==> src/rtl/spi_slave_if.sv <==
// spi_slave_if: SPI pin bundle plus the local byte-side handshake of the SPI slave.
interface spi_slave_if;
   logic       sclk;
   logic       mosi;
   logic       cs;
   logic       miso;
   logic [7:0] tx_data;
   logic [7:0] rx_data;
   logic       rx_valid;
   logic       busy;
   logic       frame_err;
   modport slave (
      input  sclk, mosi, cs, tx_data,
      output miso, rx_data, rx_valid, busy, frame_err
   );
   modport master (
      output sclk, mosi, cs, tx_data,
      input  miso, rx_data, rx_valid, busy, frame_err
   );
endinterface

==> src/rtl/spi_slave.sv <==
// spi_slave: oversampled SPI mode-0 slave, 8-bit MSB-first frames, back-to-back bytes within one cs period.
module spi_slave #(
   parameter int MIN_HALF = 4
) (
   input logic       clk,
   input logic       rst,
   spi_slave_if.slave bus
);
   typedef enum logic {IDLE, ACTIVE} state_t;
   state_t     state_q, state_d;
   logic [2:0] sclk_sync_q, mosi_sync_q, cs_sync_q;
   logic [2:0] bit_cnt_q, bit_cnt_d;
   logic [7:0] rx_shift_q, rx_shift_d;
   logic [7:0] tx_shift_q, tx_shift_d;
   logic [7:0] rx_data_q, rx_data_d;
   logic [7:0] half_cnt_q, half_cnt_d;
   logic       rx_valid_q, rx_valid_d;
   logic       frame_err_q, frame_err_d;
   logic       reload_q, reload_d;
   logic       sclk_rise, sclk_fall, cs_rise, cs_fall;
   // events compare synchronizer stage 2 against the edge-detect stage 3
   assign sclk_rise = sclk_sync_q[1] & ~sclk_sync_q[2];
   assign sclk_fall = ~sclk_sync_q[1] & sclk_sync_q[2];
   assign cs_rise   = cs_sync_q[1] & ~cs_sync_q[2];
   assign cs_fall   = ~cs_sync_q[1] & cs_sync_q[2];
   always_comb begin
      state_d     = state_q;
      bit_cnt_d   = bit_cnt_q;
      rx_shift_d  = rx_shift_q;
      tx_shift_d  = tx_shift_q;
      rx_data_d   = rx_data_q;
      reload_d    = reload_q;
      rx_valid_d  = 1'b0;
      frame_err_d = 1'b0;
      half_cnt_d  = (sclk_rise || sclk_fall) ? 8'd0 : half_cnt_q + {7'd0, ~&half_cnt_q};
      if (state_q == IDLE) begin
         if (cs_fall) begin
            state_d    = ACTIVE;
            bit_cnt_d  = 3'd7;
            rx_shift_d = 8'd0;
            tx_shift_d = bus.tx_data;
            reload_d   = 1'b0;
         end
      end else if (cs_rise) begin
         // cs release wins over a coincident sclk edge, so a final fall does not shift
         state_d     = IDLE;
         frame_err_d = bit_cnt_q != 3'd7;
         reload_d    = 1'b0;
         tx_shift_d  = 8'd0;
         bit_cnt_d   = 3'd7;
      end else if (sclk_rise) begin
         rx_shift_d = {rx_shift_q[6:0], mosi_sync_q[1]};
         if (bit_cnt_q == 3'd0) begin
            rx_data_d  = rx_shift_d;
            rx_valid_d = 1'b1;
            bit_cnt_d  = 3'd7;
            reload_d   = 1'b1;
         end else begin
            bit_cnt_d = bit_cnt_q - 3'd1;
         end
      end else if (sclk_fall) begin
         tx_shift_d = reload_q ? bus.tx_data : {tx_shift_q[6:0], 1'b0};
         reload_d   = 1'b0;
      end
   end
   always_ff @(posedge clk or negedge rst) begin
      if (!rst) begin
         state_q     <= IDLE;
         sclk_sync_q <= 3'b000;
         mosi_sync_q <= 3'b000;
         cs_sync_q   <= 3'b111;
         bit_cnt_q   <= 3'd7;
         rx_shift_q  <= 8'd0;
         tx_shift_q  <= 8'd0;
         rx_data_q   <= 8'd0;
         half_cnt_q  <= 8'd0;
         rx_valid_q  <= 1'b0;
         frame_err_q <= 1'b0;
         reload_q    <= 1'b0;
      end else begin
         state_q     <= state_d;
         sclk_sync_q <= {sclk_sync_q[1:0], bus.sclk};
         mosi_sync_q <= {mosi_sync_q[1:0], bus.mosi};
         cs_sync_q   <= {cs_sync_q[1:0], bus.cs};
         bit_cnt_q   <= bit_cnt_d;
         rx_shift_q  <= rx_shift_d;
         tx_shift_q  <= tx_shift_d;
         rx_data_q   <= rx_data_d;
         half_cnt_q  <= half_cnt_d;
         rx_valid_q  <= rx_valid_d;
         frame_err_q <= frame_err_d;
         reload_q    <= reload_d;
      end
   end
   assign bus.miso      = tx_shift_q[7];
   assign bus.rx_data   = rx_data_q;
   assign bus.rx_valid  = rx_valid_q;
   assign bus.frame_err = frame_err_q;
   assign bus.busy      = state_q == ACTIVE;
   // the master must hold each sclk level for at least MIN_HALF clk cycles
   assert property (@(posedge clk) disable iff (!rst)
      (state_q == ACTIVE && (sclk_rise || sclk_fall)) |-> int'(half_cnt_q) >= MIN_HALF - 1);
endmodule

==> src/flat_wrapper.sv <==
// flat-port wrapper written by rule: the top's interface ports become plain ports
module spi_slave_flat 
#(
   parameter int MIN_HALF = 4
)
  (clk, rst, bus_sclk, bus_mosi, bus_cs, bus_tx_data, bus_miso, bus_rx_data, bus_rx_valid, bus_busy, bus_frame_err);
  spi_slave_if bus_i ();
  input logic clk;
  input logic rst;
  input wire logic [$bits(bus_i.sclk)-1:0] bus_sclk;
  input wire logic [$bits(bus_i.mosi)-1:0] bus_mosi;
  input wire logic [$bits(bus_i.cs)-1:0] bus_cs;
  input wire logic [$bits(bus_i.tx_data)-1:0] bus_tx_data;
  output wire logic [$bits(bus_i.miso)-1:0] bus_miso;
  output wire logic [$bits(bus_i.rx_data)-1:0] bus_rx_data;
  output wire logic [$bits(bus_i.rx_valid)-1:0] bus_rx_valid;
  output wire logic [$bits(bus_i.busy)-1:0] bus_busy;
  output wire logic [$bits(bus_i.frame_err)-1:0] bus_frame_err;
  assign bus_i.sclk = bus_sclk;
  assign bus_i.mosi = bus_mosi;
  assign bus_i.cs = bus_cs;
  assign bus_i.tx_data = bus_tx_data;
  assign bus_miso = bus_i.miso;
  assign bus_rx_data = bus_i.rx_data;
  assign bus_rx_valid = bus_i.rx_valid;
  assign bus_busy = bus_i.busy;
  assign bus_frame_err = bus_i.frame_err;
  spi_slave #(.MIN_HALF(MIN_HALF)) u_core (.clk(clk), .rst(rst), .bus(bus_i));
endmodule
==> config.mk <==
export PLATFORM = sky130hd
export DESIGN_NAME = spi_slave_flat
export DESIGN_NICKNAME = d
export VERILOG_FILES = /design/src/rtl/spi_slave_if.sv /design/src/rtl/spi_slave.sv /design/src/flat_wrapper.sv
export SDC_FILE = /design/constraint.sdc
export NUM_CORES = 1
export LEC_CHECK = 0
export CORE_MARGIN = 5
export CORE_UTILIZATION = 30
export DETAILED_ROUTE_END_ITERATION = 8
export HOLD_SLACK_MARGIN = 0.1
export PLACE_DENSITY = 0.61
export SYNTH_ARGS = -nofsm -noshare
export SYNTH_HDL_FRONTEND = slang
export SYNTH_SLANG_ARGS = --single-unit
==> constraint.sdc <==
create_clock -name clk -period 2.1 [get_ports clk]
set_clock_uncertainty 0.15 [all_clocks]
set_input_delay 0.315 -clock clk [delete_from_list [all_inputs] [get_ports clk]]
set_output_delay 0.315 -clock clk [all_outputs]
set_load 0.01 [all_outputs]
==> results.txt, run 1 <==
----------------------------------------------------
[Run status]
  Status ... completed

[CTS]
  Clock tree root buffer cell ... sky130_fd_sc_hd__clkbuf_8
  Clock latency on the worst-skew pair ... 290 ps
  Worst-path clk slew ... 70 ps
  Clock buffer depth ... 2
  Clock tree from TritonCTS ... built
  Count of clock tree sinks ... 38
  Post-CTS repair timing setup buffer count ... 0
  Number of H-tree branching levels ... 2
  Total clock buffers created by CTS ... 5

[Place]
  Area after detailed placement ... 2020 um^2
  Post-detailed-placement half-perimeter wirelength ... 2310 um
  IO Port Bufs ... 24
  Pre-CTS worst setup slack ... 87.9 ps
  Placer's final routability congestion estimate ... 0.750

[Synth]
  Yosys warning total ... 0
  Fraction of synthesized cell area taken by the top area cell type ... 47.4%
  Post-Syn Nets ... 157
  Cell variety after synth ... 34
  Flop and latch count out of synthesis ... 38
  Most area-consuming cells after synthesis ... sky130_fd_sc_hd__dfrtp_1 (47%), sky130_fd_sc_hd__mux2_2 (10%), sky130_fd_sc_hd__dfstp_2 (9.3%)
  Area of the mapped netlist ... 1690 um^2
  Main synth FF type ... sky130_fd_sc_hd__dfrtp_1
  Top cell types by occurrence after synthesis ... sky130_fd_sc_hd__dfrtp_1 (32), sky130_fd_sc_hd__mux2_2 (15), sky130_fd_sc_hd__o22ai_1 (14), sky130_fd_sc_hd__inv_1 (12), sky130_fd_sc_hd__o21ai_0 (11)
  Instance count of the mapped netlist ... 141
  Fraction of registers with async set/reset ... 100%
  Cell with the most instances after synthesis ... sky130_fd_sc_hd__dfrtp_1
  Sequential area share after synthesis ... 56.8%
  Number of synthesized flops with an enable pin ... 0
  Mean instance size in the synthesized netlist ... 12.0 um^2
  Dominant cell type by area after synthesis ... sky130_fd_sc_hd__dfrtp_1

[Detailed routing]
  Per-cell routed wire length ... 13.3 um
  Wire length reported by the detailed router ... 3260 um
  Final antenna-violating net count ... 0
  DRC errors left ... 0
  First-iteration detailed-routing DRC count ... 40
  Total number of vias ... 1180
  Detailed Routing Iterations Pass 1 ... 4
  Routed vias/inst ... 4.82

[STA]
  Summed negative setup slack over all endpoints ... 0 ps
  Min Clock Period, post-route ... 1840 ps
  Worst slew margin relative to its limit ... 68.4%
  Total setup violations reported at the end of the flow ... 0
  Final Max Slew Viols ... 0
  Fin crit share ... 87.9%
  Post-route setup slack ... 255 ps
  Transition time of the tightest slew-check pin ... 474 ps
  Number of failing hold endpoints at the final stage ... 0
  Setup repair after global routing missed its margin ... false
  Highest achievable clock rate ... 0.542 GHz

[Final layout]
  # diodes ... 0
  Post-route design area ... 2130 um^2
  Multi-input gate area ... 658 um^2
  Storage cell area ... 958 um^2
  Area growth from synthesis to layout ... 26.2%
  Total number of nets in the final design ... 188
  Count of fill cells added during filler insertion ... 534
  Layout cells sized above 1 ... 22.5%

[Floorplan]
  Area of the die ... 7230 um^2
  Die X-Extent ... 85.0 um
  CORE AREA ... 5470 um^2
  Initial core utilization ... 30.8%
  Number of rows created at floorplan ... 27
  Ports placed on the boundary ... 25
  Die boundary height ... 85.0 um

[Global route]
  GRT Util Overall ... 10.1%
  Number of antenna violations at the first check in global routing ... 0
  Met3 Resource Use GR ... 3.59%
  Global-route track usage on met2 ... 15.2%
  Total global routing overflow ... 0
  Met1 GRT Util ... 13.4%
  Most congested layer reported by global routing ... met2
  First-pass GRT wire length ... 5890 um
  Number of global-route vias before repair ... 1290
  Pin count of the biggest net entering global routing ... 21

[Critical path]
  Launching element type of the critical path ... flip-flop
  Critical path required time ... 2130 ps
  Top fanout value on the critical path ... 9
  Worst R2R Start ... u_core.cs_sync_q[2]$_DFF_PN1_
  Worst flop-to-flop path endpoint ... u_core.tx_shift_q[2]$_DFFE_PN0P_
  Worst-case register-to-register setup slack ... 260 ps
  Critical Path End Type ... flip-flop
  Data arrival at the endpoint of the critical path ... 1870 ps
  Number of cell instances on the worst register-to-register path ... 4
  Critical path class ... reg -> reg

[Power]
  Worst voltage drop across the vdd grid ... 465 uV
  Leak ... 0.000942 uW
  Fraction of power consumed by the clock network ... 28.8%
  Comb pwr share ... 18.7%
  Share of total power consumed by net switching ... 26.8%
  Cell internal pwr ... 1310 uW
  Total net switching power ... 479 uW
  Proportion of power drawn by flip-flops and latches ... 52.5%
  Power density cells ... 841 nW/um^2

[Job]
  Number of max-cap violations ... 0

[Hold path]
  Hold_sp ... u_core.mosi_sync_q[0]$_DFF_PN0_
  Worst hold path type ... reg -> reg
  Min-Delay Endpoint ... u_core.mosi_sync_q[1]$_DFF_PN0_
  Instance count along the most critical hold path ... 0

----------------------------------------------------
-- power groups by stage --
stage	clock network (uW)	logic [uW]	registers, uW
2_1_floorplan	0	217	940
3_3_place_gp	0	327	952
3_5_place_dp	0	337	954
4_1_cts	531	339	939
5_1_grt	563	382	960
6_report	517	335	940
-- worst max-delay path by stage --
stage | from | endpoint | slack (ps) | cells after the start
after floorplan | u_core.cs_sync_q[1]$_DFF_PN1_ | u_core.tx_shift_q[1]$_DFFE_PN0P_ | 360 | 5
after global placement | u_core.cs_sync_q[1]$_DFF_PN1_ | u_core.tx_shift_q[7]$_DFFE_PN0P_ | 140 | 4
after detailed placement | u_core.cs_sync_q[1]$_DFF_PN1_ | u_core.tx_shift_q[3]$_DFFE_PN0P_ | 90 | 4
after CTS | u_core.cs_sync_q[1]$_DFF_PN1_ | u_core.tx_shift_q[3]$_DFFE_PN0P_ | 90 | 4
after global routing | u_core.cs_sync_q[2]$_DFF_PN1_ | u_core.tx_shift_q[3]$_DFFE_PN0P_ | 140 | 4
final | u_core.cs_sync_q[2]$_DFF_PN1_ | u_core.tx_shift_q[2]$_DFFE_PN0P_ | 260 | 4
-- cells in the final DEF, fill, tap and decap left out, types with 2 or more instances in the layout --
cell,synthesis,routed
sky130_fd_sc_hd__nand2b_1,4,4
sky130_fd_sc_hd__nand3_1,2,2
sky130_fd_sc_hd__buf_4,1,2
sky130_fd_sc_hd__nand2_1,4,4
sky130_fd_sc_hd__dfstp_2,6,6
sky130_fd_sc_hd__clkbuf_8,0,6
sky130_fd_sc_hd__clkdlybuf4s50_1,0,23
sky130_fd_sc_hd__ha_1,3,3
sky130_fd_sc_hd__a22oi_1,6,6
sky130_fd_sc_hd__nor2b_1,2,2
sky130_fd_sc_hd__o21ai_0,11,11
sky130_fd_sc_hd__o22ai_1,14,14
sky130_fd_sc_hd__mux2_2,15,15
sky130_fd_sc_hd__dfrtp_1,32,32
sky130_fd_sc_hd__inv_1,12,12
sky130_fd_sc_hd__a21oi_1,9,9
-- stage by stage --
step / total power [uW] / hold WS [ps] / utilization, % / std cells
final: 1790 / 200 / 38.9 / 245
after global routing: 1900 / 209 / 38.9 / 245
after CTS: 1810 / 202 / 38.8 / 245
after detailed placement: 1290 / 142 / 36.9 / 236
after global placement: 1280 / 141 / 36.9 / 236
after floorplan: 1160 / -131 / - / 141
-- cells by family (layout without fill, tap and decap cells) --
group | after synthesis | count (layout) | share of synthesized area [%]
buffers and inverters | 17 | 49 | 4.52
AO/OA/AOI/OAI | 46 | 46 | 16.8
multiplexers | 17 | 17 | 11.3
AND/OR/NAND/NOR | 19 | 19 | 7.86
adder cells (fa/ha/maj) | 4 | 4 | 2.82
flip-flops | 38 | 38 | 56.8
-- cell type report --
type / count / share of cell area [%]
clock buffer: 6 / 3.88
clock inverter: 2 / 0.587
sequential: 38 / 45.0
inverter: 13 / 2.29
timing repair buffer: 28 / 13.2
tap: 72 / 4.23
multi-input combinational: 86 / 30.9
-- worst max-delay path, cell delays in order (launching register included) --
cell and delay, ps:
sky130_fd_sc_hd__dfstp_2 600, sky130_fd_sc_hd__nand2b_1 200, sky130_fd_sc_hd__nand2b_1 240, sky130_fd_sc_hd__nand2_2 190
sky130_fd_sc_hd__mux2_2 360
-- timing repair --
| item | CTS | global route |
|---|---|---|
| resized for setup | 0 | 1 |
| endpoints found under the hold margin | 13 | 0 |
| hold buffers | 1 | 0 |
| setup endpoints to repair | 0 | 1 |
-- routing by layer --
metal	wire, um	vias up
met3	201	4
met4	25	0
met2	1430	27
li1	-	576
met5	0	-
met1	1600	573
-- state kept, by name, summed over array words and instances (netlist names) --
signal / count
u_core.bus.busy: 1
u_core.tx_shift_q: 8
u_core.bit_cnt_q: 3
u_core.bus.rx_valid: 1
u_core.bus.frame_err: 1
u_core.reload_q: 1
u_core.bus.rx_data: 8
u_core.sclk_sync_q: 3
u_core.rx_shift_q: 7
u_core.mosi_sync_q: 2
u_core.cs_sync_q: 3
Note: power is estimated with default switching activity, not from simulation.
==> run 2, diff against run 1 <==
==> constraint.sdc (replaced) <==
create_clock -name clk -period 2 [get_ports clk]
set_clock_uncertainty 0.15 [all_clocks]
set_input_delay 0.3 -clock clk [delete_from_list [all_inputs] [get_ports clk]]
set_output_delay 0.3 -clock clk [all_outputs]
set_load 0.01 [all_outputs]
==> run 2 against run 1 <==
  * Clock power increased by 54%
  * Sequential power increased by 4.9%
  * Design area increased by 2.1%
  * Register-to-register slack got worse by 80 ps
  * Sequential share of layout area decreased by 0.93 points
  * Total power increased by 19%
  * Combinational power increased by 4%
  * Non-clock buffer count increased by 2
==> results.txt, run 2 (synthesized netlist as in run 1, its figures left out) <==
----------------------------------------------------
[Critical path]
  Critical path origin ... u_core.bit_cnt_q[0]$_DFFE_PN1P_
  Critical path class ... reg -> reg
  Top fanout value on the critical path ... 9
  Worst flop-to-flop path endpoint ... u_core.bus.rx_data[6]$_DFFE_PN0P_
  Data arrival at the endpoint of the critical path ... 1850 ps
  Worst R2R Start ... u_core.bit_cnt_q[0]$_DFFE_PN1P_
  Maximum cell stage delay along the critical path ... 410 ps
  Critical path required time ... 2020 ps
  Worst path slowest cell ... sky130_fd_sc_hd__nor3_4
  Cell breakdown of the critical path ... inv_1 > ha_1 > nand2b_1 > nor3_4 > mux2_2
  Critical Path End Type ... flip-flop
  Number of cell instances on the worst register-to-register path ... 5
  Launching element type of the critical path ... flip-flop
  Worst-case register-to-register setup slack ... 170 ps

[Detailed routing]
  Wire length reported by the detailed router ... 3180 um
  Total number of vias ... 1186
  Per-cell routed wire length ... 12.9 um
  Final antenna-violating net count ... 0
  First-iteration detailed-routing DRC count ... 30
  Detailed Routing Iterations Pass 1 ... 4
  Routed vias/inst ... 4.80
  DRC errors left ... 0

[Run status]
  Status ... completed

[Global route]
  Number of antenna violations at the first check in global routing ... 0
  First-pass GRT wire length ... 5670 um
  Pin count of the biggest net entering global routing ... 39
  Total global routing overflow ... 0
  GRT Util Overall ... 9.74%
  Number of global-route vias before repair ... 1211

[CTS]
  Clock buffer depth ... 2
  Number of H-tree branching levels ... 2
  Count of clock tree sinks ... 38
  Worst-path clk slew ... 70 ps
  Clock tree from TritonCTS ... built
  Total clock buffers created by CTS ... 5
  Post-CTS repair timing setup buffer count ... 0
  Clock tree root buffer cell ... sky130_fd_sc_hd__clkbuf_8
  Clock latency on the worst-skew pair ... 290 ps

[Floorplan]
  Die X-Extent ... 85.0 um
  Initial core utilization ... 30.8%
  Area of the die ... 7230 um^2
  Number of rows created at floorplan ... 27
  CORE AREA ... 5470 um^2
  Ports placed on the boundary ... 25
  Die boundary height ... 85.0 um

[Final layout]
  Post-route design area ... 2180 um^2
  Total number of nets in the final design ... 190
  # diodes ... 0
  Commonest cells after routing, fill and taps aside ... sky130_fd_sc_hd__dfrtp_1 (32), sky130_fd_sc_hd__clkdlybuf4s50_1 (23), sky130_fd_sc_hd__mux2_2 (15)
  Layout cells sized above 1 ... 23.4%
  Area growth from synthesis to layout ... 28.9%
  Leading cell type in the layout, fill and taps excluded ... sky130_fd_sc_hd__dfrtp_1

[STA]
  Fin crit share ... 91.5%
  Total setup violations reported at the end of the flow ... 0
  Highest achievable clock rate ... 0.547 GHz
  Min Clock Period, post-route ... 1830 ps
  Summed negative setup slack over all endpoints ... 0 ps
  Final Max Slew Viols ... 0
  Setup repair after global routing missed its margin ... false
  Number of failing hold endpoints at the final stage ... 0
  Worst slew margin relative to its limit ... 67.9%
  Transition time of the tightest slew-check pin ... 481 ps

[Hold path]
  Worst hold path type ... reg -> reg
  Instance count along the most critical hold path ... 0
  Min-Delay Endpoint ... u_core.mosi_sync_q[1]$_DFF_PN0_
  Hold_sp ... u_core.mosi_sync_q[0]$_DFF_PN0_

[Power]
  Leak ... 0.000967 uW
  Overall power consumption ... 2130 uW
  Power density cells ... 979 nW/um^2
  Worst voltage drop across the vdd grid ... 392 uV

[Place]
  Post-detailed-placement half-perimeter wirelength ... 2180 um
  Area after detailed placement ... 2020 um^2
  Placer's final routability congestion estimate ... 0.738
  IO Port Bufs ... 24

[Job]
  Number of max-cap violations ... 0

----------------------------------------------------
## run 2: changes by cell type in the layout (fill, tap and decap cells not counted)
cell / change
sky130_fd_sc_hd__buf_4: +3
sky130_fd_sc_hd__bufinv_16: +2
sky130_fd_sc_hd__clkinv_2: -1
sky130_fd_sc_hd__nor2b_4: -1
sky130_fd_sc_hd__nor2b_2: +1
sky130_fd_sc_hd__buf_12: -1
sky130_fd_sc_hd__clkinvlp_4: -1
## run 2: how the worst max path moves through the flow
stage,cells after the start,slack (ps),end
finish,5,170,u_core.bus.rx_data[6]$_DFFE_PN0P_
global route,5,90,u_core.bus.rx_data[1]$_DFFE_PN0P_
CTS,5,150,u_core.bus.rx_data[6]$_DFFE_PN0P_
detailed placement,5,170,u_core.bus.rx_data[6]$_DFFE_PN0P_
global placement,5,220,u_core.bus.rx_data[7]$_DFFE_PN0P_
floorplan,5,260,u_core.tx_shift_q[1]$_DFFE_PN0P_
## run 2: final cells by class
class | instances | area [um^2]
clock buffers | 6 | 82.6
clock inverters | 2 | 60.1
fillers | 551 | 3300
inverters | 13 | 48.8
multi-input cells | 86 | 653
flip-flops and latches | 38 | 958
well taps | 72 | 90.1
repair buffers | 30 | 283
## run 2: critical path: cells and delay by family (launching register included)
family	cells	cell delay [ps]
AND/OR/NAND/NOR	2	540
multiplexers	1	400
flip-flops	1	390
adder cells (fa/ha/maj)	1	160
buffers and inverters	1	70
## run 2: what timing repair did
item,4_1_cts,5_1_grt
endpoints found under the hold margin,32,0
gates resized for setup,0,0
hold buffers,1,0
## run 2: power by group
part           internal (uW)  total [uW]  switching, uW  leakage [uW]
clock network            532         797            265     0.0000714
logic                    197         347            150      0.000420
registers                904         986           82.6      0.000476
total                   1630        2130            497      0.000967
## run 2: per-layer routing
metal / GRT usage [%] / wire length [um]
met4: 3.88 / 51
met2: 14.5 / 1390
met3: 4.47 / 235
met5: 0 / 0
met1: 12.2 / 1510
## run 2: metrics by stage
stage	setup WS (ps)	hold slack (ps)	instances	util, %
finish	171	202	247	39.8
global route	87.6	211	247	39.8
CTS	151	202	247	39.8
detailed placement	169	185	238	37.0
global placement	215	184	238	37.0
floorplan	264	-146	141	-
==> run 3, diff against run 2 <==
--- a/config.mk
+++ b/config.mk
@@ -9,6 +9,7 @@
 export CORE_UTILIZATION = 30
 export DETAILED_ROUTE_END_ITERATION = 8
 export HOLD_SLACK_MARGIN = 0.1
+export MAX_ROUTING_LAYER = met4
 export PLACE_DENSITY = 0.61
 export SYNTH_ARGS = -nofsm -noshare
 export SYNTH_HDL_FRONTEND = slang
==> run 3 against run 2 <==
  * Wire length decreased by 0.13%
  * Flip-flop and latch count unchanged
  * Total power about the same
  * Via count did not move
  * Critical path depth unchanged
  * Die area is the same
  * Global-route usage up 0.31 points
  * Register-to-register slack about the same
  * Cell count is the same
  * Critical endpoint unchanged
  * Largest cell class unchanged
==> results.txt, run 3 (synthesized netlist as in run 1, its figures left out) <==
----------------------------------------------------
[Run status]
  Status ... completed

[Power]
  Fraction of power consumed by the clock network ... 37.4%
  Comb pwr share ... 16.3%
  Worst voltage drop across the vdd grid ... 392 uV
  Proportion of power drawn by flip-flops and latches ... 46.3%
  Power density cells ... 979 nW/um^2
  Cell internal pwr ... 1630 uW
  Leak ... 0.000967 uW
  Total net switching power ... 497 uW
  Share of total power consumed by net switching ... 23.3%

[STA]
  Fin crit share ... 91.5%
  Total setup violations reported at the end of the flow ... 0
  Number of failing hold endpoints at the final stage ... 0
  Min Clock Period, post-route ... 1830 ps
  Worst slew margin relative to its limit ... 67.9%
  Summed negative setup slack over all endpoints ... 0 ps
  Final Max Slew Viols ... 0
  Highest achievable clock rate ... 0.547 GHz
  Setup repair after global routing missed its margin ... false
  Transition time of the tightest slew-check pin ... 480 ps

[Global route]
  Number of global-route vias before repair ... 1211
  Number of antenna violations at the first check in global routing ... 0
  GRT Util Overall ... 10.1%
  Pin count of the biggest net entering global routing ... 39
  First-pass GRT wire length ... 5680 um
  Total global routing overflow ... 0

[Detailed routing]
  Total number of vias ... 1186
  Final antenna-violating net count ... 0
  First-iteration detailed-routing DRC count ... 30
  Per-cell routed wire length ... 12.9 um
  DRC errors left ... 0
  Wire length reported by the detailed router ... 3180 um
  Detailed Routing Iterations Pass 1 ... 4
  Routed vias/inst ... 4.80

[Final layout]
  # diodes ... 0
  Area growth from synthesis to layout ... 28.9%
  Commonest cells after routing, fill and taps aside ... sky130_fd_sc_hd__dfrtp_1 (32), sky130_fd_sc_hd__clkdlybuf4s50_1 (23), sky130_fd_sc_hd__mux2_2 (15)
  Layout cells sized above 1 ... 23.4%
  Total number of nets in the final design ... 190
  Count of fill cells added during filler insertion ... 551
  Post-route design area ... 2180 um^2
  Leading cell type in the layout, fill and taps excluded ... sky130_fd_sc_hd__dfrtp_1

[Place]
  IO Port Bufs ... 24
  Placer's final routability congestion estimate ... 0.747
  Post-detailed-placement half-perimeter wirelength ... 2180 um
  Area after detailed placement ... 2020 um^2

[Critical path]
  Worst R2R Start ... u_core.bit_cnt_q[0]$_DFFE_PN1P_
  Number of cell instances on the worst register-to-register path ... 5
  Critical Path End Type ... flip-flop
  Critical path class ... reg -> reg
  Worst-case register-to-register setup slack ... 170 ps
  Launching element type of the critical path ... flip-flop
  Critical path origin ... u_core.bit_cnt_q[0]$_DFFE_PN1P_
  Data arrival at the endpoint of the critical path ... 1850 ps
  Top fanout value on the critical path ... 9
  Critical path required time ... 2020 ps
  Worst flop-to-flop path endpoint ... u_core.bus.rx_data[6]$_DFFE_PN0P_

[Floorplan]
  Die boundary height ... 85.0 um
  Initial core utilization ... 30.8%
  Number of rows created at floorplan ... 27
  CORE AREA ... 5470 um^2
  Area of the die ... 7230 um^2
  Ports placed on the boundary ... 25
  Die X-Extent ... 85.0 um

[Hold path]
  Worst hold path type ... reg -> reg
  Min-Delay Endpoint ... u_core.mosi_sync_q[1]$_DFF_PN0_
  Hold_sp ... u_core.mosi_sync_q[0]$_DFF_PN0_
  Instance count along the most critical hold path ... 0

[CTS]
  Clock tree root buffer cell ... sky130_fd_sc_hd__clkbuf_8
  Worst-path clk slew ... 70 ps
  Total clock buffers created by CTS ... 5
  Clock latency on the worst-skew pair ... 290 ps
  Clock buffer depth ... 2
  Count of clock tree sinks ... 38
  Clock tree from TritonCTS ... built
  Number of H-tree branching levels ... 2
  Post-CTS repair timing setup buffer count ... 0

[Job]
  Number of max-cap violations ... 0

----------------------------------------------------
==> run 3: cell counts in the layout (fill, tap and decap cells not counted) <==
Identical to the previous run, type by type.
==> run 3: how the worst max path moves through the flow <==
| stage | end |
|---|---|
| after floorplan | u_core.tx_shift_q[1]$_DFFE_PN0P_ |
| after global placement | u_core.bus.rx_data[7]$_DFFE_PN0P_ |
| after detailed placement | u_core.bus.rx_data[6]$_DFFE_PN0P_ |
| after CTS | u_core.bus.rx_data[6]$_DFFE_PN0P_ |
| after global routing | u_core.bus.rx_data[1]$_DFFE_PN0P_ |
| final | u_core.bus.rx_data[6]$_DFFE_PN0P_ |
==> run 3: per-layer routing <==
metal	track usage, %	share of wire [%]	vias up
met1	12.5	47	574
met5	-	0	-
met3	4.27	6.9	6
met4	3.88	1.6	0
met2	14.5	44	27
li1	-	-	579
==> run 3: power by group through the flow <==
stage	Clock, uW	Sequential, uW	Combinational, uW
after floorplan	0	987	228
after global placement	0	999	346
after detailed placement	0	1000	352
after CTS	821	988	355
after global routing	855	1000	391
final	797	986	347
==> run 3: metrics by stage <==
step	instances	setup slack, ps	utilization, %	power (uW)	hold WS, ps
2_1_floorplan	141	264	-	1220	-146
3_3_place_gp	238	215	37.0	1350	184
3_5_place_dp	238	169	37.0	1350	185
4_1_cts	247	151	39.8	2160	202
5_1_grt	247	87.6	39.8	2250	211
6_report	247	170	39.8	2130	202
==> run 3: cell type report <==
class / count / area [um^2] / share of cell area (%)
Sequential cell: 38 / 958 / 44.0
Multi-Input combinational cell: 86 / 653 / 30.0
Timing Repair Buffer: 30 / 283 / 13.0
Tap cell: 72 / 90.1 / 4.14
Clock buffer: 6 / 82.6 / 3.80
Clock inverter: 2 / 60.1 / 2.76
Inverter: 13 / 48.8 / 2.24
==> run 3: critical path: stages, from the launching register on <==
cell and delay, ps:
sky130_fd_sc_hd__dfstp_2 390, sky130_fd_sc_hd__inv_1 70, sky130_fd_sc_hd__ha_1 160, sky130_fd_sc_hd__nand2b_1 130
sky130_fd_sc_hd__nor3_4 410, sky130_fd_sc_hd__mux2_2 400
==> run 3: repair_timing <==
action,CTS,global route
hold buffers,1,0
resized for setup,0,0
endpoints found under the hold margin,32,0
